`src/rtl/noc_pkg.sv`:
```
// Shared types and default sizing for the crossbar port scheduler and its arbiters.
package noc_pkg;

    localparam int NPORTS_DEF       = 4;
    localparam int MAX_BURST_DEF    = 4;
    localparam int DRAIN_CYCLES_DEF = 2;

    typedef enum logic [1:0] {
        IDLE  = 2'd0,
        SETUP = 2'd1,
        GRANT = 2'd2,
        DRAIN = 2'd3
    } sched_state_t;

endpackage

```
`src/rtl/xbar_port_scheduler_rr_pick.sv`:
```
// Rotating-priority encoder: first set bit of req searching upward from ptr+1, modulo N.
module rr_pick #(
    parameter int N  = 4,
    parameter int PW = $clog2(N)
) (
    input  logic [N-1:0]  req,
    input  logic [PW-1:0] ptr,
    output logic          found,
    output logic [PW-1:0] idx
);

    logic [PW-1:0] cand;

    always_comb begin
        found = 1'b0;
        idx   = '0;
        cand  = ptr;
        for (int k = 0; k < N; k++) begin
            // Walk ptr+1, ptr+2, ... with explicit wrap so non-power-of-two N works.
            cand = (cand == PW'(N - 1)) ? '0 : cand + PW'(1);
            if (!found && req[cand]) begin
                found = 1'b1;
                idx   = cand;
            end
        end
    end

endmodule

```
`src/rtl/xbar_port_scheduler.sv`:
```
// Round-robin time-sharing of the shared crossbar bus: one sending port per tenure,
// bounded bursts, and a drain gap after each tenure to flush the port read pipeline.
module xbar_port_scheduler
    import noc_pkg::*;
#(
    parameter int NPORTS       = NPORTS_DEF,
    parameter int MAX_BURST    = MAX_BURST_DEF,
    parameter int DRAIN_CYCLES = DRAIN_CYCLES_DEF,
    parameter int IDW          = $clog2(NPORTS)
) (
    input  logic              clk,
    input  logic              reset,
    input  logic              enable,
    input  logic [NPORTS-1:0] in_fifo_empty,
    input  logic              bus_stall,
    output logic [NPORTS-1:0] dir_out,
    output logic              grant_valid,
    output logic [IDW-1:0]    grant_id,
    output logic              busy,
    output logic [15:0]       tenure_cnt
);

    localparam int BW = $clog2(MAX_BURST + 1);
    localparam int DW = $clog2(DRAIN_CYCLES + 1);

    sched_state_t      state_q, state_d;
    logic [IDW-1:0]    rr_ptr_q, rr_ptr_d;
    logic [IDW-1:0]    grant_id_q, grant_id_d;
    logic [NPORTS-1:0] dir_out_q, dir_out_d;
    logic              grant_valid_q, grant_valid_d;
    logic              busy_q, busy_d;
    logic [15:0]       tenure_cnt_q, tenure_cnt_d;
    logic [BW-1:0]     beat_cnt_q, beat_cnt_d;
    logic [DW-1:0]     drain_cnt_q, drain_cnt_d;

    logic [NPORTS-1:0] req;
    logic              pick_found;
    logic [IDW-1:0]    pick_idx;
    logic              beat;

    assign req  = ~in_fifo_empty;
    assign beat = req[grant_id_q] && !bus_stall;

    rr_pick #(
        .N  (NPORTS),
        .PW (IDW)
    ) u_rr_pick (
        .req   (req),
        .ptr   (rr_ptr_q),
        .found (pick_found),
        .idx   (pick_idx)
    );

    always_comb begin
        state_d      = state_q;
        rr_ptr_d     = rr_ptr_q;
        grant_id_d   = grant_id_q;
        dir_out_d    = dir_out_q;
        tenure_cnt_d = tenure_cnt_q;
        beat_cnt_d   = beat_cnt_q;
        drain_cnt_d  = drain_cnt_q;

        case (state_q)
            IDLE: begin
                dir_out_d = '0;
                if (enable && pick_found) begin
                    state_d    = SETUP;
                    grant_id_d = pick_idx;
                    dir_out_d  = NPORTS'(1) << pick_idx;
                end
            end
            SETUP: begin
                state_d    = GRANT;
                beat_cnt_d = '0;
            end
            GRANT: begin
                // A stall or an empty FIFO ends the tenure without counting a beat.
                if (!beat || beat_cnt_q == BW'(MAX_BURST - 1)) begin
                    state_d     = DRAIN;
                    dir_out_d   = '0;
                    drain_cnt_d = '0;
                end else if (beat_cnt_q != BW'(MAX_BURST)) begin
                    beat_cnt_d = beat_cnt_q + BW'(1);
                end
            end
            DRAIN: begin
                dir_out_d = '0;
                if (drain_cnt_q == DW'(DRAIN_CYCLES - 1)) begin
                    state_d      = IDLE;
                    rr_ptr_d     = grant_id_q;
                    tenure_cnt_d = tenure_cnt_q + 16'd1;
                end else begin
                    drain_cnt_d = drain_cnt_q + DW'(1);
                end
            end
            default: begin
                state_d   = IDLE;
                dir_out_d = '0;
            end
        endcase

        grant_valid_d = (state_d == SETUP) || (state_d == GRANT);
        busy_d        = (state_d != IDLE);
    end

    always_ff @(posedge clk) begin
        if (reset) begin
            state_q       <= IDLE;
            rr_ptr_q      <= IDW'(NPORTS - 1);
            grant_id_q    <= '0;
            dir_out_q     <= '0;
            grant_valid_q <= 1'b0;
            busy_q        <= 1'b0;
            tenure_cnt_q  <= '0;
            beat_cnt_q    <= '0;
            drain_cnt_q   <= '0;
        end else begin
            state_q       <= state_d;
            rr_ptr_q      <= rr_ptr_d;
            grant_id_q    <= grant_id_d;
            dir_out_q     <= dir_out_d;
            grant_valid_q <= grant_valid_d;
            busy_q        <= busy_d;
            tenure_cnt_q  <= tenure_cnt_d;
            beat_cnt_q    <= beat_cnt_d;
            drain_cnt_q   <= drain_cnt_d;
        end
    end

    assign dir_out     = dir_out_q;
    assign grant_valid = grant_valid_q;
    assign grant_id    = grant_id_q;
    assign busy        = busy_q;
    assign tenure_cnt  = tenure_cnt_q;

endmodule

```
`config.mk`:
```
export PLATFORM = sky130hd
export DESIGN_NAME = xbar_port_scheduler
export DESIGN_NICKNAME = d
export VERILOG_FILES = /design/src/rtl/noc_pkg.sv /design/src/rtl/xbar_port_scheduler_rr_pick.sv /design/src/rtl/xbar_port_scheduler.sv
export SDC_FILE = /design/constraint.sdc
export NUM_CORES = 1
export LEC_CHECK = 0
export BUFFER_PORTS_ARGS = -buffer_cell sky130_fd_sc_hd__buf_4
export CAP_MARGIN = 20
export CORE_MARGIN = 5
export CORE_UTILIZATION = 45
export CTS_CLUSTER_DIAMETER = 80
export CTS_CLUSTER_SIZE = 16
export DETAILED_ROUTE_END_ITERATION = 8
export GPL_TIMING_DRIVEN = 0
export PLACE_DENSITY = 0.65
export SKIP_CTS_REPAIR_TIMING = 1
export SLEW_MARGIN = 10
export SYNTH_ARGS = -nofsm -noshare
export SYNTH_HDL_FRONTEND = slang
export SYNTH_HIERARCHICAL = 1
export SYNTH_SLANG_ARGS = --single-unit
export TNS_END_PERCENT = 20
```
`constraint.sdc`:
```
create_clock -name clk -period 2 [get_ports clk]
set_input_delay 0.6 -clock clk [delete_from_list [all_inputs] [get_ports clk]]
set_output_delay 0.6 -clock clk [all_outputs]
set_load 0.02 [all_outputs]
```
After elaboration in Yosys (flattened, before gate mapping)
Index checks and enable logic that the tools add are counted.

Register bits after elaboration: 33. Bits in latches: 0. Memory bits (writable): 0. ROM bits: 0. Input bits: 8. Output and inout port bits: 24. Memories kept: 0.

Add/subtract/negate cells: 7. $mul: 0. Div/mod/pow operators: 0. $lt $le $gt $ge: 5. Equality and inequality tests: 16. Shift operators: 1. Muxes and demuxes: 35. Bitwise logic cells: 1. Reduce and logical (&&, ||, !) cells: 22.

Operators by type and width (count): $mux W2 (13); $add A16 B1 Y16 const B (1); $lt A2 B3 Y1 const B (5); $eq A2 B2 Y1 const B (7); $pmux W4 S3 (1); $add A2 B1 Y2 const B (5); $bmux W1 S2 (5); $mux W1 (9); $mux W4 (2); $ne A2 B2 Y1 const B (4); $pmux W2 S4 (1); $eq A2 B1 Y1 const B (3); $mux W3 (2); $pmux W3 S2 (1); $reduce_and A2 Y1 (3); $reduce_and A3 Y1 (2); $reduce_bool A2 Y1 (3); $logic_and A1 B1 Y1 (5); $logic_not A1 Y1 (5); $not A4 Y4 (1); $pmux W2 S2 (1); $shl A1 B2 Y4 const A (1); $add A3 B1 Y3 const B (1); $eq A3 B2 Y1 const B (1); other kinds (4) (5).

Longest topological paths before layout
Depth in word-level cells: 19. Gate-level depth with buffers: 8.

Cells and area by module
Netlist, hierarchy kept.

Modules (own cells, without submodules): xbar_port_scheduler (instances 1, cells each 187, area each 1671.6 µm², sequential area each 660.6 µm²); rr_pick (instances 1, cells each 15, area each 107.6 µm², sequential area each 0.0 µm²).

Worst setup path after synthesis
Ideal clock, no wire load.

Kind: reg2reg. Start point: register beat_cnt_q[0]. End point: register dir_out_q[0] (netlist: dir_out[0]). Arrival: 1.688 ns. Path slack: 0.191 ns. Stages on the path, launching flop included: 7. Path buffers: 0. Cells stage by stage: dfxtp_1 -> ha_1 -> ha_1 -> nor4b_2 -> a22oi_1 -> o21ai_1 -> mux2_2.

Word-level cells in the longest chain between the ends: 4.

Ends and longest elaborated chain: from (decl) (line xbar_port_scheduler.sv:33) `logic [BW-1:0] beat_cnt_q, beat_cnt_d;`; from (signal assigned) (line xbar_port_scheduler.sv:125) `beat_cnt_q <= beat_cnt_d;`; $eq A3 B2 Y1 (line xbar_port_scheduler.sv:78) `if (!beat || beat_cnt_q == BW'(MAX_BURST - 1)) begin`; $logic_or A1 B1 Y1 (line xbar_port_scheduler.sv:78); $ne A2 B2 Y1 (no source line); $reduce_and A2 Y1 (no source line); to (signal assigned) (line xbar_port_scheduler.sv:121) `dir_out_q <= dir_out_d;`; to (decl) (line xbar_port_scheduler.sv:29) `logic [NPORTS-1:0] dir_out_q, dir_out_d;`.

No other way between the ends. A chain may end at the register's enable or synchronous reset.

Final worst setup path
Start point: register rr_ptr_q[0]. End point: register dir_out_q[0] (netlist: dir_out[0]).

Word-level cells in the longest chain between the ends: 17. Elaborated cells on any way between the ends: 38. Classes of those cells: add/sub (4); eq/ne (4); shift (1); mux (22); reduce/logical (7).

Ends and longest elaborated chain: from (decl) (line xbar_port_scheduler.sv:27) `logic [IDW-1:0] rr_ptr_q, rr_ptr_d;`; from (signal assigned) (line xbar_port_scheduler.sv:109) `rr_ptr_q <= IDW'(NPORTS - 1);`; from (signal assigned) (line xbar_port_scheduler.sv:119) `rr_ptr_q <= rr_ptr_d;`; $add A2 B1 Y2 / $eq A2 B2 Y1 (equally long branches) (line xbar_port_scheduler_rr_pick.sv:20) `cand = (cand == PW'(N - 1)) ? '0 : cand + PW'(1);`; $mux W2 (*) (line xbar_port_scheduler_rr_pick.sv:20); parallel branches: the longest is 11 deep, another holds $add A2 B1 Y2; $mux W2 (*) (line xbar_port_scheduler_rr_pick.sv:21) `if (!found && req[cand]) begin`; net pick_idx[0] (line xbar_port_scheduler.sv:38) `logic [IDW-1:0] pick_idx;`; $shl A1 B2 Y4 (*) (line xbar_port_scheduler.sv:69) `dir_out_d = NPORTS'(1) << pick_idx;`; $mux W4 (*) (line xbar_port_scheduler.sv:66) `if (enable && pick_found) begin`; $pmux W4 S3 (*) (line xbar_port_scheduler.sv:63) `case (state_q)`.

Mark *: on every way through the listed nets, which the timed path passes. The select of a mux whose other input is x is not followed.

==> flow_metrics.env <==
export IMPL_synth_top_area_cell="dfxtp_1"
export IMPL_clock_root_buffer="clkbuf_8"
export IMPL_ios=32
export IMPL_r2r_slack_ns=0.14
export IMPL_grt_pass1_wl_mm=6.603
export IMPL_power_leakage_nw=0.8956
export IMPL_grt_use_total_pct=15.60
export IMPL_synthCells=202
export IMPL_htree_levels=2
export IMPL_tightest_slew_ns=0.5493
export IMPL_die_x_microns=72.88
export IMPL_r2r_cells=6
export IMPL_outcome="finished clean"
export IMPL_cts_tree="done"
export IMPL_drc=0
export IMPL_dr_wl_met2_mm=1.703
export IMPL_worstPathMaxFanout=5
export IMPL_syn_avg_cell_area_sq_um=8.808
export IMPL_drt_met1_wl_mm=1.934
export IMPL_insertion_delay_ns=0.28
export IMPL_route_top_layer_used="met4"
export IMPL_crit_type="flip-flop to flip-flop"
export IMPL_ys_seq_elements=33
export IMPL_fillerInstances=366
export IMPL_syn_area_sq_mm=0.001779
export IMPL_cap_violations=0
export IMPL_drtAntennaViolNets=0
export IMPL_hp_start="rr_ptr_q[1]"
export IMPL_synth_top_cell_area_share_pct=37.13
export IMPL_startpoint="rr_ptr_q[0]"
export IMPL_die_height_microns=72.88
export IMPL_min_path_type="flip-flop to flip-flop"
export IMPL_synthToLayoutAreaGrowth_pct=22.50
export IMPL_placed_area_sq_mm=0.002072
export IMPL_reg2reg_from="rr_ptr_q[0]"
export IMPL_period_share_pct=93.21
export IMPL_fin_ws_ns=0.1359
export IMPL_initial_utilization_pct=47.53
export IMPL_clock_path_buffers=2
export IMPL_ir_drop_mv=0.4211
export IMPL_holdWs_ns=0.4775
export IMPL_synth_nets=222
export IMPL_drtPass1Iterations=4
export IMPL_ys_types=45
export IMPL_drv_slew=0
export IMPL_final_net_count=261
export IMPL_clock_fmax_mhz=536.4
export IMPL_synth_top_flop_cell="dfxtp_1"
export IMPL_totalWireLength_mm=3.800
export IMPL_routedWlPerCell_microns=13.10
export IMPL_layout_area_seq_sq_um=660.6
export IMPL_grt_pass1_vias=1453
export IMPL_cts_buffers=5
export IMPL_power_mw=1.336
export IMPL_drtIter0Drc=112
export IMPL_power_density_mw_per_mm2=613.0
export IMPL_synth_edf_count=0
export IMPL_diodes=0
export IMPL_rows=22
export IMPL_holdPathStages=1
export IMPL_coreArea_sq_mm=0.003744
export IMPL_synth_warning_count=6
export IMPL_holdPathEnd="rr_ptr_q[1]"
export IMPL_gp_congestion=0.7703
export IMPL_port_buffers=31
export IMPL_cts_sinks=33
export IMPL_drive_above_1_share_pct=22.31
export IMPL_viasPerCell=5.314
export IMPL_finalInstanceArea_sq_mm=0.002180
export IMPL_rsz0062_at_grt="false"
export IMPL_critPathCaptureType="flip-flop"
export IMPL_worst_clock_skew_ns=0.005485
export IMPL_hold_violations=0
export IMPL_wl_met3_microns=104
export IMPL_r2r_end="dir_out[0]"
export IMPL_die_area_sq_mm=0.005311
export IMPL_overflow=0
export IMPL_finalSetupViolations=0
export IMPL_yosysSeqAreaShare_pct=37.13
export IMPL_startpoint_type="flip-flop"
export IMPL_synth_area_top_cells="dfxtp_1 (37%), ha_1 (8.4%), mux2i_1 (5.1%)"
export IMPL_min_period_ns=1.864
export IMPL_multi_input_area_sq_mm=0.001046
export IMPL_max_slew_margin_pct=63.04
export IMPL_crit_arrival_ns=2.04
export IMPL_dp_worst_setup_slack_ns=-0.02627
export IMPL_num_vias=1541
export IMPL_worstPathRequired_ns=2.17
export IMPL_grt_max_degree=11
export IMPL_clkTransAtPathRegs_ns=0.06
export IMPL_antenna_found_initial=0
export IMPL_async_flop_share_pct=0
export IMPL_dp_hpwl_mm=2.839
cell usage after synthesis, types with 5 or more instances:
cell       n
a21oi_1   15
nand4_1    5
nand3_1    6
inv_1     16
nand2_1   11
nand2b_1   8
nor2_1    20
ha_1      12
xor2_1     8
mux2i_1    9
dfxtp_1   33
final cells by class:
class,instances,area share [%]
repair buffers,32,11.02
well taps,48,2.755
clock inverters,2,0.4592
flip-flops and latches,33,30.31
multi-input cells,148,47.99
plain buffers,5,1.378
clock buffers,6,3.330
inverters,16,2.755
through the flow:
step                utilization, %  cells  setup TNS [ns]
global placement             55.35    281        -0.03362
finish                       58.22    290               0
global route                 58.22    290               0
CTS                          57.55    289        -0.05745
floorplan                        -    202               0
detailed placement           55.35    281        -0.02627
placed cells by master (no fill, tap or decap), types with 3 or more instances in the layout:
master    Yosys  routed
o21ai_0       4       4
buf_4         1      33
nand3b_1      4       4
nand3_1       6       6
clkbuf_8      0       5
a31oi_1       3       3
nand2b_1      8       8
nand2_1      11      11
mux2i_1       9       9
inv_1        16      16
nand4_1       5       5
and4_1        3       3
or3_1         4       4
a21oi_1      15      14
dfxtp_1      33      33
nor2_1       20      20
xor2_1        8       8
nor3_1        3       3
and3_1        3       3
ha_1         12      10
worst max-delay path by stage:
stage,to,slack [ns],cells after the start
2_1_floorplan,dir_out[0],0.19,6
3_3_place_gp,dir_out[0],-0.03,6
3_5_place_dp,dir_out[0],-0.03,6
4_1_cts,dir_out[0],-0.06,6
5_1_grt,dir_out[0],0.02,6
6_report,dir_out[0],0.14,6
cells by family after synthesis:
kind of cell    share of synthesized area [%]
compound gates                          13.15
xor+xnor                                4.431
fa+ha+maj                               8.439
buf+inv                                 5.063
flops                                   37.13
mux                                     5.696
simple gates                            26.09
power breakdown:
| group | leakage (nW) | internal (mW) | switching (mW) |
|---|---|---|---|
| registers | 0.267 | 0.673 | 0.0112 |
| clock network | 0.0450 | 0.241 | 0.240 |
| logic | 0.584 | 0.0742 | 0.0970 |
| total | 0.896 | 0.988 | 0.348 |
metal layers:
metal,vias to the layer above,GRT usage (%)
li1,788,-
met1,724,22.76
met2,22,22.14
met3,7,3.719
met4,0,5.533
met5,-,0
critical path, stage by stage, from the launching register on:
cell and delay (ns):
dfxtp_1 0.36, ha_1 0.27, o21ai_1 0.19, a21oi_1 0.09, nor3_1 0.48, nor3b_1 0.09, mux2_2 0.27
sequential cells by signal (all words and copies together), names as in the netlist:
| name | count |
|---|---|
| dir_out | 4 |
| grant_id | 2 |
| tenure_cnt | 16 |
| beat_cnt_q | 3 |
| busy | 1 |
| rr_ptr_q | 2 |
| drain_cnt_q | 2 |
| state_q | 2 |
| grant_valid | 1 |
No activity file was read; power rests on OpenSTA's default activity.
